--- src/rtl/capture_sequencer_pkg.sv ---
// Shared types and defaults for the histogram capture sequencer.
package capture_sequencer_pkg;

  // Sequencer states
  typedef enum logic [2:0] {
    StIdle,
    StArm,
    StCapture,
    StDrain,
    StGap
  } cs_state_e;

  // Run ownership encoding
  typedef enum logic {
    OwnA = 1'b0,
    OwnB = 1'b1
  } owner_e;

  localparam int unsigned DefLength    = 64;
  localparam int unsigned DefGapCycles = 32;
  localparam int unsigned DefTimeout   = 4000;

  // Round-robin pick: on a tie the requester that did not own the last run wins;
  // before any run has been granted, A wins the tie.
  function automatic owner_e rr_pick(logic req_a, logic req_b, logic ran, owner_e last);
    if (req_a && req_b) begin
      if (!ran) return OwnA;
      return (last == OwnA) ? OwnB : OwnA;
    end else if (req_b) begin
      return OwnB;
    end
    return OwnA;
  endfunction

endpackage

--- src/rtl/capture_sequencer_tgl_sync.sv ---
// Two-flop synchronizer and edge detector for the clk-domain result toggle.
module capture_sequencer_tgl_sync (
  input  logic clk_i,
  input  logic rst_ni,
  input  logic tgl_i,
  output logic edge_o
);

  logic sync1_q, sync2_q, ref_q;

  // Synchronize the toggle and keep a reference copy; the reference always tracks,
  // so an edge nobody consumed cannot resurface later.
  always_ff @(posedge clk_i or negedge rst_ni) begin
    if (!rst_ni) begin
      sync1_q <= 1'b0;
      sync2_q <= 1'b0;
      ref_q   <= 1'b0;
    end else begin
      sync1_q <= tgl_i;
      sync2_q <= sync1_q;
      ref_q   <= sync2_q;
    end
  end

  assign edge_o = sync2_q ^ ref_q;

endmodule

--- src/rtl/capture_sequencer.sv ---
// Capture run sequencer: arbitrates host/trigger requests, gates LENGTH samples
// into the datapath, waits for the sort result (or times out) and enforces a gap.
module capture_sequencer
  import capture_sequencer_pkg::*;
#(
  parameter int unsigned DataSize   = 4,
  parameter int unsigned Length     = DefLength,
  parameter int unsigned LengthSize = 6,
  parameter int unsigned GapCycles  = DefGapCycles,
  parameter int unsigned Timeout    = DefTimeout,
  parameter int unsigned ToSize     = 12
) (
  input  logic                  clk200,
  input  logic                  rstn,
  input  logic                  req_a_i,
  input  logic                  req_b_i,
  output logic                  grant_a_o,
  output logic                  grant_b_o,
  input  logic                  src_valid_i,
  input  logic [DataSize-1:0]   src_data_i,
  input  logic                  abort_i,
  input  logic                  result_tgl_i,
  output logic                  collect_o,
  output logic                  valid_o,
  output logic [DataSize-1:0]   data_o,
  output logic                  busy_o,
  output logic                  owner_o,
  output logic [LengthSize:0]   sample_cnt_o,
  output logic                  timeout_err_o
);

  localparam logic [LengthSize:0] CntFull = (LengthSize + 1)'(Length);
  localparam logic [LengthSize:0] CntLast = (LengthSize + 1)'(Length - 1);
  localparam logic [ToSize-1:0]   ToLast  = ToSize'(Timeout - 1);
  localparam logic [ToSize-1:0]   GapLast = ToSize'(GapCycles - 1);

  cs_state_e           state_q, state_d;
  owner_e              owner_q, owner_d, pick;
  logic                ran_q, ran_d;
  logic [ToSize-1:0]   tmr_q, tmr_d;
  logic [LengthSize:0] cnt_q, cnt_d;
  logic                grant_a_q, grant_a_d, grant_b_q, grant_b_d;
  logic                collect_q, collect_d, valid_q, valid_d, busy_q, busy_d;
  logic                terr_q, terr_d;
  logic [DataSize-1:0] data_q, data_d;
  logic                result_edge;

  capture_sequencer_tgl_sync u_tgl_sync (
    .clk_i  (clk200),
    .rst_ni (rstn),
    .tgl_i  (result_tgl_i),
    .edge_o (result_edge)
  );

  // Next-state and registered-output decode
  always_comb begin
    state_d   = state_q;
    owner_d   = owner_q;
    ran_d     = ran_q;
    tmr_d     = tmr_q;
    cnt_d     = cnt_q;
    terr_d    = terr_q;
    data_d    = data_q;
    grant_a_d = 1'b0;
    grant_b_d = 1'b0;
    valid_d   = 1'b0;
    pick      = rr_pick(req_a_i, req_b_i, ran_q, owner_q);

    unique case (state_q)
      StIdle: begin
        if (req_a_i || req_b_i) begin
          owner_d   = pick;
          grant_a_d = (pick == OwnA);
          grant_b_d = (pick == OwnB);
          ran_d     = 1'b1;
          cnt_d     = '0;
          terr_d    = 1'b0;
          state_d   = StArm;
        end
      end
      StArm: begin
        state_d = StCapture;
      end
      StCapture: begin
        // A sample arriving with Abort is still forwarded
        if (src_valid_i && (cnt_q < CntFull)) begin
          valid_d = 1'b1;
          data_d  = src_data_i;
          cnt_d   = cnt_q + 1'b1;
          if (cnt_q == CntLast) state_d = StDrain;
        end
        if (abort_i) state_d = StDrain;
        if (state_d == StDrain) tmr_d = '0;
      end
      StDrain: begin
        // Result edge takes priority over a coincident timeout
        if (result_edge) begin
          state_d = StGap;
          tmr_d   = '0;
        end else if (tmr_q == ToLast) begin
          terr_d  = 1'b1;
          state_d = StGap;
          tmr_d   = '0;
        end else begin
          tmr_d = tmr_q + 1'b1;
        end
      end
      StGap: begin
        if (tmr_q == GapLast) begin
          state_d = StIdle;
          tmr_d   = '0;
        end else begin
          tmr_d = tmr_q + 1'b1;
        end
      end
      default: begin
        state_d = StIdle;
        tmr_d   = '0;
      end
    endcase

    collect_d = (state_d == StArm) || (state_d == StCapture);
    busy_d    = (state_d != StIdle);
  end

  // State and output registers
  always_ff @(posedge clk200 or negedge rstn) begin
    if (!rstn) begin
      state_q   <= StIdle;
      owner_q   <= OwnA;
      ran_q     <= 1'b0;
      tmr_q     <= '0;
      cnt_q     <= '0;
      terr_q    <= 1'b0;
      data_q    <= '0;
      grant_a_q <= 1'b0;
      grant_b_q <= 1'b0;
      valid_q   <= 1'b0;
      collect_q <= 1'b0;
      busy_q    <= 1'b0;
    end else begin
      state_q   <= state_d;
      owner_q   <= owner_d;
      ran_q     <= ran_d;
      tmr_q     <= tmr_d;
      cnt_q     <= cnt_d;
      terr_q    <= terr_d;
      data_q    <= data_d;
      grant_a_q <= grant_a_d;
      grant_b_q <= grant_b_d;
      valid_q   <= valid_d;
      collect_q <= collect_d;
      busy_q    <= busy_d;
    end
  end

  assign grant_a_o     = grant_a_q;
  assign grant_b_o     = grant_b_q;
  assign collect_o     = collect_q;
  assign valid_o       = valid_q;
  assign data_o        = data_q;
  assign busy_o        = busy_q;
  assign owner_o       = owner_q;
  assign sample_cnt_o  = cnt_q;
  assign timeout_err_o = terr_q;

endmodule
--- config.mk ---
export PLATFORM = sky130hd
export DESIGN_NAME = capture_sequencer
export DESIGN_NICKNAME = d
export VERILOG_FILES = /design/src/rtl/capture_sequencer_pkg.sv /design/src/rtl/capture_sequencer_tgl_sync.sv /design/src/rtl/capture_sequencer.sv
export SDC_FILE = /design/constraint.sdc
export NUM_CORES = 1
export LEC_CHECK = 0
export ABC_AREA = 1
export BUFFER_PORTS_ARGS = -buffer_cell sky130_fd_sc_hd__buf_2
export CAP_MARGIN = 40
export CORE_ASPECT_RATIO = 0.9
export CORE_MARGIN = 1
export CORE_UTILIZATION = 40
export DETAILED_ROUTE_END_ITERATION = 16
export HOLD_SLACK_MARGIN = 0.03
export SLEW_MARGIN = 10
export SYNTH_ARGS = -nofsm -noshare
export SYNTH_HDL_FRONTEND = slang
export SYNTH_HIERARCHICAL = 1
export SYNTH_SLANG_ARGS = --single-unit
--- constraint.sdc ---
create_clock -name clk200 -period 2.75 [get_ports clk200]
set_clock_uncertainty 0.2 [all_clocks]
set_input_delay 0.4125 -clock clk200 [delete_from_list [all_inputs] [get_ports clk200]]
set_output_delay 0.4125 -clock clk200 [all_outputs]
set_load 0.05 [all_outputs]
# Word-level counts from Yosys, hierarchy flattened
# Index checks and enable logic that the tools add are counted.
totals:
  regBits: 37
  input_bits: 11
  output_inout_bits: 18
  word_cells: 87
op_classes:
  addsub: 2
  n_lt_le_gt_ge: 1
  n_eq_ne: 15
  mux: 37
  n_bitwise: 3
  n_reduce_logical: 14
ops:
  columns: ["cell", "count"]
  rows:
  - ["$mux 12", 4]
  - ["$pmux 12 s4", 1]
  - ["$mux 3", 8]
  - ["$mux 1", 19]
  - ["$pmux 3 s5", 1]
  - ["$mux 7", 2]
  - ["$pmux 7 s2", 1]
  - ["$add 12x1->12 const B", 1]
  - ["$eq 12x12->1 const B", 1]
  - ["$eq 12x5->1 const B", 1]
  - ["$eq 3x2->1 const B", 4]
  - ["$ne 2x2->1 const B", 5]
  - ["$add 7x1->7 const B", 1]
  - ["$eq 7x6->1 const B", 1]
  - ["$lt 7x7->1 const B", 1]
  - ["$eq 3x1->1 const B", 2]
  - ["$reduce_and 2->1", 3]
  - ["$reduce_and 4->1", 1]
  - ["$reduce_bool 2->1", 2]
  - ["$eq 3x3->1 const B", 1]
  - ["$logic_not 3->1", 1]
  - ["$reduce_and 3->1", 1]
  - ["$reduce_bool 3->1", 1]
  - ["$logic_and 1x1->1", 2]
  - ["other kinds (5)", 7]

# Logic depth before layout (Yosys ltp)
logic_depth:
  word_depth: 8
  ltp_mapped: 11

# Hierarchy
# Netlist, hierarchy kept.
modules_own_cells:
  columns: ["mod", "n_inst", "cells_each", "area_per_inst_um2", "seq_area_each_um2"]
  rows:
  - ["capture_sequencer", 1, 255, 1930.6, 850.8]
  - ["capture_sequencer_tgl_sync", 1, 8, 93.8, 75.1]

# Worst setup path after synthesis
# Ideal clock, no wire load.
synth_path:
  kind: "reg-to-reg"
  start: "register cnt_q[0], in the netlist sample_cnt_o[0]"
  end: "register tmr_q[3]"
  setup_ns: 0.125
  t_arrival_ns: 1.642
  t_required_ns: 2.425
  setup_slack_ns: 0.783
  stages_incl_launch_ff: 11
  path_buffers: 0
  cell_sequence: "dfrtp_1 > ha_1 > inv_1 > nor2_1 > nand2_1 > nand2_1 > nand2_1 > nand2_2 > inv_2 > nand2_1 > nand3_1"
synth_via:
  elab_chain_cells: 8
  elab_cells_between_ends: 10
  cone_classes: "order compare (1); eq/ne (3); mux (4); reduce/logical (2)"
synth_lines:
  columns: ["item", "line", "source"]
  rows:
  - ["start: declaration", "capture_sequencer.sv:41", "logic [LengthSize:0] cnt_q, cnt_d;"]
  - ["start signal: assignment", "capture_sequencer.sv:146", "cnt_q <= cnt_d;"]
  - ["$lt 7x7->1 or $eq 7x6->1 (tied branches)", "capture_sequencer.sv:86, capture_sequencer.sv:90", null]
  - ["$logic_and 1x1->1 or $mux 3 (tied branches)", "capture_sequencer.sv:86, capture_sequencer.sv:90", null]
  - ["$mux 3 *", "capture_sequencer.sv:86", "if (src_valid_i && (cnt_q < CntFull)) begin"]
  - ["$mux 3 *", "capture_sequencer.sv:92", "if (abort_i) state_d = StDrain;"]
  - ["$mux 3 *", "capture_sequencer.sv:69", "unique case (state_q)"]
  - ["$eq 3x2->1 *", "capture_sequencer.sv:93", "if (state_d == StDrain) tmr_d = '0;"]
  - ["$ne 2x2->1 (no source line) *", null, null]
  - ["$reduce_and 2->1 (no source line) *", null, null]
  - ["end signal: assignment", "capture_sequencer.sv:145", "tmr_q <= tmr_d;"]
  - ["end: declaration", "capture_sequencer.sv:40", "logic [ToSize-1:0] tmr_q, tmr_d;"]
# Mark *: on every way between the ends. The rest lies on a longest branch, timed or not. The select of a mux whose other input is x is not followed.
# A chain may end at the register's enable or synchronous reset.

# Final worst setup path
layout_path:
  start: "register cnt_q[0], in the netlist sample_cnt_o[0]"
  end: "register tmr_q[8]"
# Same word-level chain as after synthesis.

==> impl_metrics.py <==
metrics = {
    "run_status": {
        "outcome": "finished, final reports clean",
    },
    "critical_path": {
        "critPathMaxStageDelay_ns": 0.42,
        "worstSetupPathType": "reg -> reg",
        "crit_path_frequent_cell": "nand2_1",
        "required_ns": 2.72,
        "rr_endpoint": "tmr_q[8]$_DFFE_PN0P_",
        "r2r_cells": 10,
        "critPathBufInv": 2,
        "crit_family": "simple AND/OR/NAND/NOR gates",
        "cpMaxStageDelayCell": "dfrtp_1",
        "worstReg2RegStart": "sample_cnt_o[0]$_DFFE_PN0P_",
        "r2r_setup_slack_ns": 0.93,
        "crit_arrival_ns": 1.79,
        "path_cells": "ha_1, inv_1, nor2_1, nand2_1, nand2_1, nand2_1, nand2_2, inv_2, nand2_1, nand3_1",
        "critPathMaxFanout": 8,
        "cp-end-kind": "register",
        "cp-start-kind": "register",
    },
    "final_layout": {
        "layout.area.seq_um2": 925.9,
        "syn_to_final_growth_pct": 18.97,
        "design_area_mm2": 0.002409,
        "layout_common_cells": "nand2_1 (83), dfrtp_1 (37), inv_1 (32), nor2_1 (29), buf_2 (28)",
        "drive_above_1_share_pct": 21.52,
        "fillers": 502,
        "diodes": 0,
        "multi_input_area_um2": 945.9,
        "utilization_pct": 49.51,
        "nets": 314,
        "mostFrequentLayoutCell": "nand2_1",
    },
    "run": {
        "cap_violations": 0,
    },
    "logic_synthesis": {
        "synth.cell_area_mm2": 0.002024,
        "synth.area.top_cells": "dfrtp_1 (46%), nand2_1 (15%), inv_1 (5.9%)",
        "yosys.area_share.simple_pct": 38.94,
        "syn_nets": 276,
        "yosys.area_share.adder_pct": 1.236,
        "synth_compound_area_share_pct": 4.388,
        "yosys_warnings": 6,
        "yosys_register_bits": 37,
        "synth_top_cell_by_area": "dfrtp_1",
        "synth_top_family_by_area": "simple AND/OR/NAND/NOR gates",
        "synthCells": 263,
        "yosysTopAreaCellShare_pct": 45.74,
        "synth.avg_cell_area_um2": 7.697,
        "ys_types": 27,
        "synth-xor-area-share_pct": 2.163,
        "yosysSeqAreaShare_pct": 45.74,
        "synthMuxAreaShare_pct": 0,
    },
    "power_and_ir_drop": {
        "powerDensity_mw_per_mm2": 911.2,
        "finalPower_uw": 2195,
        "p_leak_uw": 0.001235,
        "ir_drop_mv": 0.5626,
    },
    "placement": {
        "numPortBuffers": 28,
        "post-dp-hpwl_um": 3263,
        "finalWeightedCongestion": 0.9071,
        "dpl_cell_area_mm2": 0.002273,
    },
    "detailed_routing": {
        "via_per_inst": 4.692,
        "drt.antenna.violating_nets": 0,
        "wirelength_um": 4226,
        "drt-pass1-iter-count": 4,
        "drc_errors": 0,
        "vias": 1722,
        "post_drt_wl_per_cell_um": 11.51,
        "dr.first_iter.drc_count": 116,
    },
    "worst_hold_path": {
        "holdPathEnd": "data_o[3]$_DFFE_PN0P_",
        "hold_start": "src_data_i[3]",
        "worstHoldPathCells": 3,
        "hold_class": "in -> reg",
    },
    "global_routing": {
        "grt_pass1_vias": 1706,
        "grt.total_usage_pct": 17.86,
        "grt-ovfl-total": 0,
        "antenna_found_initial": 0,
        "grt_max_degree": 21,
        "grt_pass1_wl_um": 7603,
    },
    "cts": {
        "cts_hold_buf": 2,
        "clk_pin_slew_ns": 0.08,
        "cts-resized-gates": 0,
        "cts_made_buffers": 5,
        "cts_setup_buffers": 0,
        "cts_root_buffer": "clkbuf_8",
        "cts_tree": "done",
        "cts_max_level": 2,
        "numClockSinks": 37,
        "clkLatencyLatePin_ns": 0.29,
        "cts_max_path_buffers": 2,
    },
    "floorplanning": {
        "die_w_um": 76.99,
        "fp.dieH_um": 69.49,
        "fp-row-count": 24,
        "core-area_mm2": 0.004865,
        "initial_utilization_pct": 41.62,
        "die_area_mm2": 0.005350,
        "ioPinCount": 29,
    },
    "timing": {
        "setup_viol": 0,
        "max_freq_mhz": 550.1,
        "rsz0062_at_grt": "no",
        "fin_crit_sh_pct": 66.10,
        "hold_violations": 0,
        "relSlewSlack_pct": 63.19,
        "fin_hold_ws_ns": 0.1189,
        "tightest_slew_ns": 0.5491,
        "finalSetupTns_ns": 0,
        "maxSlewViolCount": 0,
        "finalCriticalPeriod_ns": 1.818,
    },
}
-- stage by stage --
step                      setup WS [ns]  instances
after floorplan                  0.7830        263
after global placement            1.021        356
after detailed placement         0.9608        357
after CTS                        0.9361        367
after global routing             0.7471        367
final                            0.9323        367
-- cell usage after synthesis (all sizes together) --
master	count
xor2	4
nor3	3
nand4	5
nor2	34
inv	39
ha	2
a31o	1
nand3	26
clkinv	1
and3	2
a21oi	6
nand2	91
dfrtp	37
nand3b	1
o21ai	10
xnor2	1
-- power breakdown --
part           total [uW]  switching (uW)  leakage [uW]  internal (uW)
logic                 966             720      0.000698            246
registers             753            94.2      0.000483            659
clock network         476             204     0.0000543            271
-- state kept, by name (all words and copies together) (netlist names) --
signal	cells
tmr_q	12
sample_cnt_o	7
data_o	4
state_q	3
busy_o	1
collect_o	1
grant_a_o	1
grant_b_o	1
owner_o	1
ran_q	1
timeout_err_o	1
u_tgl_sync/ref_q	1
u_tgl_sync/sync1_q	1
u_tgl_sync/sync2_q	1
valid_o	1
-- worst max-delay path by stage --
stage,slack [ns],end,from,cells after the start
5_1_grt,0.75,tmr_q[8]$_DFFE_PN0P_,sample_cnt_o[0]$_DFFE_PN0P_,10
4_1_cts,0.94,tmr_q[8]$_DFFE_PN0P_,sample_cnt_o[0]$_DFFE_PN0P_,10
6_report,0.93,tmr_q[8]$_DFFE_PN0P_,sample_cnt_o[0]$_DFFE_PN0P_,10
3_5_place_dp,0.96,tmr_q[3]$_DFFE_PN0P_,sample_cnt_o[0]$_DFFE_PN0P_,10
3_3_place_gp,1.02,tmr_q[3]$_DFFE_PN0P_,sample_cnt_o[0]$_DFFE_PN0P_,10
2_1_floorplan,0.78,tmr_q[3]$_DFFE_PN0P_,sample_cnt_o[0]$_DFFE_PN0P_,10
-- final cells by class --
cell class	count	area share [%]
clock buffers	5	2.857
clock inverters	3	1.922
inverters	40	6.338
multi-input cells	186	39.27
flip-flops and latches	37	38.44
well taps	65	3.377
repair buffers	31	7.792
-- metal layers --
metal / global-route usage, % / wire (um) / vias up
li1: - / - / 895
met1: 25.66 / 2179 / 789
met2: 27.08 / 1827 / 34
met3: 3.684 / 177 / 4
met4: 5.451 / 41 / 0
met5: 0 / 0 / -
-- worst register-to-register path, delay by kind of cell (launching register included) --
family	cells	cell delay, ns
buf+inv	2	0.17
flops	1	0.42
fa+ha+maj	1	0.21
simple gates	7	0.71
-- logic make-up after synthesis --
family | Yosys count
xor+xnor | 5
flops | 37
compound gates | 17
buf+inv | 40
fa+ha+maj | 2
simple gates | 162
No activity file was read; power rests on OpenSTA's default activity.
